--- config.mk ---
export PLATFORM = sky130hd
export DESIGN_NAME = branch_predictor_flat
export DESIGN_NICKNAME = d
export VERILOG_FILES = /design/src/rtl/branch_predictor_if.sv /design/src/rtl/branch_predictor.sv /design/src/flat_wrapper.sv
export SDC_FILE = /design/constraint.sdc
export NUM_CORES = 2
export LEC_CHECK = 0
export CORE_UTILIZATION = 45
export CTS_BUF_LIST = sky130_fd_sc_hd__clkbuf_2 sky130_fd_sc_hd__clkbuf_4 sky130_fd_sc_hd__clkbuf_8
export CTS_CLUSTER_DIAMETER = 50
export CTS_CLUSTER_SIZE = 30
export DETAILED_ROUTE_END_ITERATION = 6
export MAX_ROUTING_LAYER = met4
export PLACE_DENSITY = 0.73
export SLEW_MARGIN = 10
export SYNTH_ARGS = -nofsm -noshare
export SYNTH_HDL_FRONTEND = slang
export SYNTH_SLANG_ARGS = --single-unit
--- constraint.sdc ---
create_clock -name clk -period 8.9 [get_ports clk]
set_input_delay 2.67 -clock clk [delete_from_list [all_inputs] [get_ports clk]]
set_output_delay 2.67 -clock clk [all_outputs]
set_load 0.01 [all_outputs]
--- src/rtl/branch_predictor_if.sv ---
// Lookup, training and statistics signals between the fetch/execute pipeline and the branch predictor.
// upd_valid is a single-cycle qualifier with no ready: the predictor is never busy, so every cycle with upd_valid=1 is consumed on that clock edge.
interface branch_predictor_if;
  logic [31:0] lookup_pc;
  logic [31:0] target_address_final;
  logic        predict_final;
  logic        upd_valid;
  logic [31:0] upd_pc;
  logic        upd_taken;
  logic [31:0] upd_target;
  logic        upd_predicted;
  logic [31:0] upd_pred_target;
  logic        inv;
  logic [31:0] br_total;
  logic [31:0] br_mispredict;

  modport master (
    output lookup_pc, upd_valid, upd_pc, upd_taken, upd_target,
           upd_predicted, upd_pred_target, inv,
    input  target_address_final, predict_final, br_total, br_mispredict
  );

  modport slave (
    input  lookup_pc, upd_valid, upd_pc, upd_taken, upd_target,
           upd_predicted, upd_pred_target, inv,
    output target_address_final, predict_final, br_total, br_mispredict
  );
endinterface

--- src/rtl/branch_predictor.sv ---
// Direct-mapped BTB with 2-bit saturating direction counters, combinational lookup,
// single-edge training from EX and running branch / mispredict totals.
module branch_predictor #(
    parameter int IDX_W = 4
) (
    input logic clk,
    input logic rst,
    branch_predictor_if.slave bp
);
    localparam int ENTRIES = 1 << IDX_W;
    localparam int TAG_W   = 30 - IDX_W;

    logic [ENTRIES-1:0] valid_q;
    logic [TAG_W-1:0]   tag_q    [ENTRIES];
    logic [31:0]        target_q [ENTRIES];
    logic [1:0]         ctr_q    [ENTRIES];
    logic [31:0]        total_q;
    logic [31:0]        mis_q;

    logic [IDX_W-1:0] lk_idx;
    logic [TAG_W-1:0] lk_tag;
    logic             lk_hit;
    logic [IDX_W-1:0] up_idx;
    logic [TAG_W-1:0] up_tag;
    logic             up_hit;
    logic [1:0]       up_ctr;
    logic             mispredict;
    logic             unused_pc_bits;

    // Word-aligned PCs: the low two bits never take part in index or tag.
    assign unused_pc_bits = &{1'b0, bp.lookup_pc[1:0], bp.upd_pc[1:0]};

    assign lk_idx = bp.lookup_pc[IDX_W+1:2];
    assign lk_tag = bp.lookup_pc[31:IDX_W+2];
    assign lk_hit = valid_q[lk_idx] && (tag_q[lk_idx] == lk_tag);

    assign bp.predict_final        = lk_hit & ctr_q[lk_idx][1];
    assign bp.target_address_final = bp.predict_final ? target_q[lk_idx]
                                                      : bp.lookup_pc + 32'd4;

    assign up_idx = bp.upd_pc[IDX_W+1:2];
    assign up_tag = bp.upd_pc[31:IDX_W+2];
    assign up_hit = valid_q[up_idx] && (tag_q[up_idx] == up_tag);

    always_comb begin
        up_ctr = ctr_q[up_idx];
        if (bp.upd_taken) begin
            if (ctr_q[up_idx] != 2'b11) up_ctr = ctr_q[up_idx] + 2'd1;
        end else begin
            if (ctr_q[up_idx] != 2'b00) up_ctr = ctr_q[up_idx] - 2'd1;
        end
    end

    // A taken branch predicted taken still mispredicts if it went somewhere else.
    assign mispredict = (bp.upd_predicted != bp.upd_taken) ||
                        (bp.upd_predicted && bp.upd_taken &&
                         (bp.upd_pred_target != bp.upd_target));

    always_ff @(posedge clk or negedge rst) begin
        if (!rst) begin
            valid_q <= '0;
            for (int i = 0; i < ENTRIES; i++) begin
                tag_q[i]    <= '0;
                target_q[i] <= '0;
                ctr_q[i]    <= 2'b01;
            end
            total_q <= '0;
            mis_q   <= '0;
        end else begin
            if (bp.inv) begin
                valid_q <= '0;
            end else if (bp.upd_valid) begin
                if (up_hit) begin
                    ctr_q[up_idx] <= up_ctr;
                    if (bp.upd_taken) target_q[up_idx] <= bp.upd_target;
                end else if (bp.upd_taken) begin
                    valid_q[up_idx]  <= 1'b1;
                    tag_q[up_idx]    <= up_tag;
                    target_q[up_idx] <= bp.upd_target;
                    ctr_q[up_idx]    <= 2'b10;
                end
            end
            // Statistics keep counting even while the table is being flushed.
            if (bp.upd_valid) begin
                total_q <= total_q + 32'd1;
                if (mispredict) mis_q <= mis_q + 32'd1;
            end
        end
    end

    assign bp.br_total      = total_q;
    assign bp.br_mispredict = mis_q;
endmodule
--- src/flat_wrapper.sv ---
// flat-port wrapper written by rule: the top's interface ports become plain ports
module branch_predictor_flat 
#(
    parameter int IDX_W = 4
)
  (clk, rst, bp_lookup_pc, bp_upd_valid, bp_upd_pc, bp_upd_taken, bp_upd_target, bp_upd_predicted, bp_upd_pred_target, bp_inv, bp_target_address_final, bp_predict_final, bp_br_total, bp_br_mispredict);
  branch_predictor_if bp_i ();
  input logic clk;
  input logic rst;
  input wire logic [$bits(bp_i.lookup_pc)-1:0] bp_lookup_pc;
  input wire logic [$bits(bp_i.upd_valid)-1:0] bp_upd_valid;
  input wire logic [$bits(bp_i.upd_pc)-1:0] bp_upd_pc;
  input wire logic [$bits(bp_i.upd_taken)-1:0] bp_upd_taken;
  input wire logic [$bits(bp_i.upd_target)-1:0] bp_upd_target;
  input wire logic [$bits(bp_i.upd_predicted)-1:0] bp_upd_predicted;
  input wire logic [$bits(bp_i.upd_pred_target)-1:0] bp_upd_pred_target;
  input wire logic [$bits(bp_i.inv)-1:0] bp_inv;
  output wire logic [$bits(bp_i.target_address_final)-1:0] bp_target_address_final;
  output wire logic [$bits(bp_i.predict_final)-1:0] bp_predict_final;
  output wire logic [$bits(bp_i.br_total)-1:0] bp_br_total;
  output wire logic [$bits(bp_i.br_mispredict)-1:0] bp_br_mispredict;
  assign bp_i.lookup_pc = bp_lookup_pc;
  assign bp_i.upd_valid = bp_upd_valid;
  assign bp_i.upd_pc = bp_upd_pc;
  assign bp_i.upd_taken = bp_upd_taken;
  assign bp_i.upd_target = bp_upd_target;
  assign bp_i.upd_predicted = bp_upd_predicted;
  assign bp_i.upd_pred_target = bp_upd_pred_target;
  assign bp_i.inv = bp_inv;
  assign bp_target_address_final = bp_i.target_address_final;
  assign bp_predict_final = bp_i.predict_final;
  assign bp_br_total = bp_i.br_total;
  assign bp_br_mispredict = bp_i.br_mispredict;
  branch_predictor #(.IDX_W(IDX_W)) u_core (.clk(clk), .rst(rst), .bp(bp_i));
endmodule
==> summary by stage <==
Clocking
The total number of H-tree levels is 3. The latest clock arrival within the worst-skew pair is roughly 0.9 ns. In this run the clock root is driven by a sky130_fd_sc_hd__clkbuf_8. The number of buffers on the longest clock path is 3. TritonCTS built the clock tree. The TritonCTS buffer count is 108. After clock tree synthesis, the clock-pin slew on the worst setup and hold paths is 0.09 ns.

The number of clock sinks seen by CTS is 1040.

Place
The area of placed instances is 57900 um2. The number of placed cells counting well taps is slightly above 6000. Detailed placement ended at an HPWL of about 100000 um. The final estimated routing congestion in global placement is 0.922. In this run the tool buffered the top-level ports with 228 buffer cells.

Routing
In the routed design, unresolved DRC markers number 0. After detailed routing, the number of vias per cell comes to 6.13. The residual antenna-violating net count after detailed routing is 0. The DRC violation total after the first TritonRoute iteration is 4951.

Dividing the detail-routed wire length by the instance count gives 26.5 um. The number of vias in the routed layout is 38800. The number of iterations in the first detailed-routing pass is 6. The detailed-route wire length is ~170000 um.

Critical path
The worst endpoint data arrival time is 6.24 ns. The maximum fanout encountered on the critical timing path is 20. At the worst endpoint, the required time is 6.23 ns.

The worst setup path is launched from an input port. The worst setup path is captured at a primary output. The cell count of the worst reg-to-reg path is 10. The setup path with the least slack is of type in2out.

Synthesis
By area the synthesized netlist is led by sky130_fd_sc_hd__dfrtp_1 (48%), sky130_fd_sc_hd__mux4_2 (16%), sky130_fd_sc_hd__nand2_1 (11%), sky130_fd_sc_hd__mux2_2 (6.3%), sky130_fd_sc_hd__mux2_4 (5.3%). The total nets after synthesis is 4691. In the synthesized netlist, the cells that appear most often are sky130_fd_sc_hd__nand2_1 (1542), sky130_fd_sc_hd__dfrtp_1 (1024), sky130_fd_sc_hd__mux4_2 (384).

The async set-or-reset flop fraction in the synthesized netlist is 100%. The register bit count reported by yosys is between 1000 and 1500. A synthesized cell averages ~12 um2.

The total number of yosys warnings is 0. The number of standard cells after synthesis is 4553. The synthesized design spends more area on one cell type than any other, namely sky130_fd_sc_hd__dfrtp_1. The number of synthesized flops with an enable pin is 0. The proportion of synthesized chip area in sequential cells is 48.5%. The fraction of synthesized cell area taken by the top area cell type is 47.7%. The area of the mapped netlist is 53700 um2. The count of unique library cells instantiated by Yosys is 78.

The most common cell in the netlist is sky130_fd_sc_hd__nand2_1. In the synthesized netlist the dominant register cell turns out to be sky130_fd_sc_hd__dfrtp_1.

Final layout
The number of nets in the layout is 4824. The fraction of final layout cells sized beyond drive strength 1 is 28.0%. The layout-stage area growth over the synthesis result is 13.2%. Measured on the finished design, the core utilization comes to 51.4%. For this run, the number of standard cells in the final layout without fillers is 6332.

The final instance area is 60800 um2.

Power
The clock network burns about a third of the power. The power density over the cells is between 150 and 200 nW/um2. The sequential share of power is 49.5%. Internal power comes to around 8.0 mW. The switching power summed over all nets is between 3 and 4 mW. The worst voltage drop across the vdd grid is ~0.12 mV. Summed over all cells, the static leakage comes to 28.4 nW. Combinational logic burns 18.2% of the power.

The switching share of total power is 30.3%.

Status
The final reports fail on setup timing. The run finished, with violations left.

Timing
The count of pins over their slew limit was 0. The tightest hold path in the finished design has a slack of 0.474 ns. The transition time of the tightest slew-check pin is between 1 and 1.5 ns. The share of the clock period used by the worst path is 100%. The upper clock frequency limit is 112 MHz. The shortest clock period the worst path allows after layout is 8.91 ns. The total negative slack is -0.0149 ns. Setup repair after global routing left no endpoint under its margin.

Setup violations remaining at the end of the flow were counted as 1. In this run the tightest slew margin relative to its limit is 19.7%. The clock skew is 0.0866 ns.

The worst setup margin is -0.0149 ns. The number of hold violations in the final report is 0.

Min path
Along the worst hold path, the cell count comes to 1. In this run the worst hold path is classified as reg2reg.

Global routing
The aggregate global-route resource usage is 28.7%. The number of global-route vias before repair came to 39200. The maximum number of pins on one net before global-route repair is approximately 170. The sum of overflow across all layers after global routing is 0. The initial antenna violation count is 12. The first-pass GRT wire length is 252000 um.

Floorplanning
Row generation in the floorplan step produced around 130 rows. The chip width is 347 um. ~230 I/O pins were placed. The initial cell density of the core is between 40% and 50%. The area of the core region is 118000 um2. The floorplan step set the die height to roughly 350 um. The die covers 121000 um2.

Flow run
Across the run, the number of max-cap violations was 0.
## per-layer routing
| metal | vias up | GRT usage, % | part of all wire [%] |
|---|---|---|---|
| li1 | 16000 | - | - |
| met1 | 20000 | 36.8 | 38 |
| met2 | 2297 | 42.7 | 46 |
| met3 | 456 | 7.91 | 12 |
| met4 | 0 | 12.2 | 4.3 |
| met5 | - | - | 0 |
## sequential cells by signal, summed over array words and instances, names as in the netlist
name / cells
u_core.target_q: 512
u_core.tag_q: 416
u_core.bp.br_mispredict: 32
u_core.bp.br_total: 32
u_core.ctr_q: 32
u_core.valid_q: 16
## final timing paths
check | startpoint | to | slack (ns)
setup / recovery | bp_lookup_pc[2] | bp_target_address_final[25] | -0.01
hold / removal | u_core.bp.br_total[31] | u_core.bp.br_total[31] | 0.47
setup reg to reg | u_core.tag_q[113] | u_core.tag_q[404] | 4.71
hold reg to reg | u_core.bp.br_total[31] | u_core.bp.br_total[31] | 0.47
max in group asynchronous | rst | u_core.target_q[29] | 5.54
min in group asynchronous | rst | u_core.tag_q[33] | 1.90
## timing repair
item                                    in CTS  in global routing
endpoints found under the setup margin      33                  3
hold buffers                                 0                  0
buffers inserted                             0                  1
gates resized for setup                      6                 12
pin swaps                                    1                  1
cloned                                       0                  1
## critical path, cell delays in order
cell and delay (ns):
sky130_fd_sc_hd__buf_16 0.21, sky130_fd_sc_hd__buf_12 0.21, sky130_fd_sc_hd__mux4_2 0.51, sky130_fd_sc_hd__mux4_2 0.58, sky130_fd_sc_hd__xnor2_2 0.25, sky130_fd_sc_hd__nand2_1 0.10
sky130_fd_sc_hd__nor4_1 0.29, sky130_fd_sc_hd__nand4_1 0.11, sky130_fd_sc_hd__buf_4 0.21, sky130_fd_sc_hd__buf_12 0.19, sky130_fd_sc_hd__mux2_2 0.29, sky130_fd_sc_hd__clkdlybuf4s50_1 0.54
## cell type report
| type | count | area (um2) |
|---|---|---|
| Timing Repair Buffer | 385 | 3790 |
| Tap cell | 1536 | 1920 |
| Sequential cell | 1040 | 26000 |
| Antenna cell | 14 | 35.0 |
| Clock inverter | 92 | 1130 |
| Fill cell | 9963 | 57500 |
| Multi-Input combinational cell | 3110 | 26100 |
| Clock buffer | 114 | 1560 |
| Inverter | 41 | 154 |
## cell usage in the layout, fill, tap and decap left out, types with 17 or more instances in the layout
cell type                            n
sky130_fd_sc_hd__a21o_1             17
sky130_fd_sc_hd__a22oi_1            28
sky130_fd_sc_hd__and3_1             24
sky130_fd_sc_hd__buf_12             22
sky130_fd_sc_hd__buf_4             135
sky130_fd_sc_hd__clkbuf_8          112
sky130_fd_sc_hd__clkdlybuf4s50_1   219
sky130_fd_sc_hd__dfrtp_1          1024
sky130_fd_sc_hd__inv_1              39
sky130_fd_sc_hd__inv_8              19
sky130_fd_sc_hd__mux2_2            301
sky130_fd_sc_hd__mux2_4            191
sky130_fd_sc_hd__mux2i_1            69
sky130_fd_sc_hd__mux4_2            384
sky130_fd_sc_hd__nand2_1          1526
sky130_fd_sc_hd__nand2b_1           17
sky130_fd_sc_hd__nand3_1            41
sky130_fd_sc_hd__nand4_1            32
sky130_fd_sc_hd__nor2_1             70
sky130_fd_sc_hd__nor2_4             21
sky130_fd_sc_hd__o21ai_0            20
sky130_fd_sc_hd__xnor2_1           124
sky130_fd_sc_hd__xor2_1             39
## power by group through the flow
stage / Sequential, mW / Clock, mW / Combinational (mW)
6_report: 5.71 / 3.72 / 2.10
5_1_grt: 5.78 / 3.94 / 2.25
4_1_cts: 5.69 / 3.76 / 2.08
3_5_place_dp: 5.78 / 0 / 2.06
3_3_place_gp: 5.74 / 0 / 2.01
2_1_floorplan: 5.66 / 0 / 1.39
## kinds of logic after synthesis
group	Yosys count	synth area share (%)
simple gates	1823	13.9
flops	1040	48.5
mux	945	29.0
buf+inv	403	3.35
xor+xnor	171	2.79
compound gates	165	2.29
fa+ha+maj	6	0.131
## stage by stage
stage	setup slack (ns)	total power, mW
5_1_grt	0.0147	12.0
3_5_place_dp	-0.191	7.84
6_report	-0.0149	11.5
3_3_place_gp	-0.106	7.75
2_1_floorplan	0.457	7.05
4_1_cts	0.00322	11.5
Power figures use the tool's default switching activity.
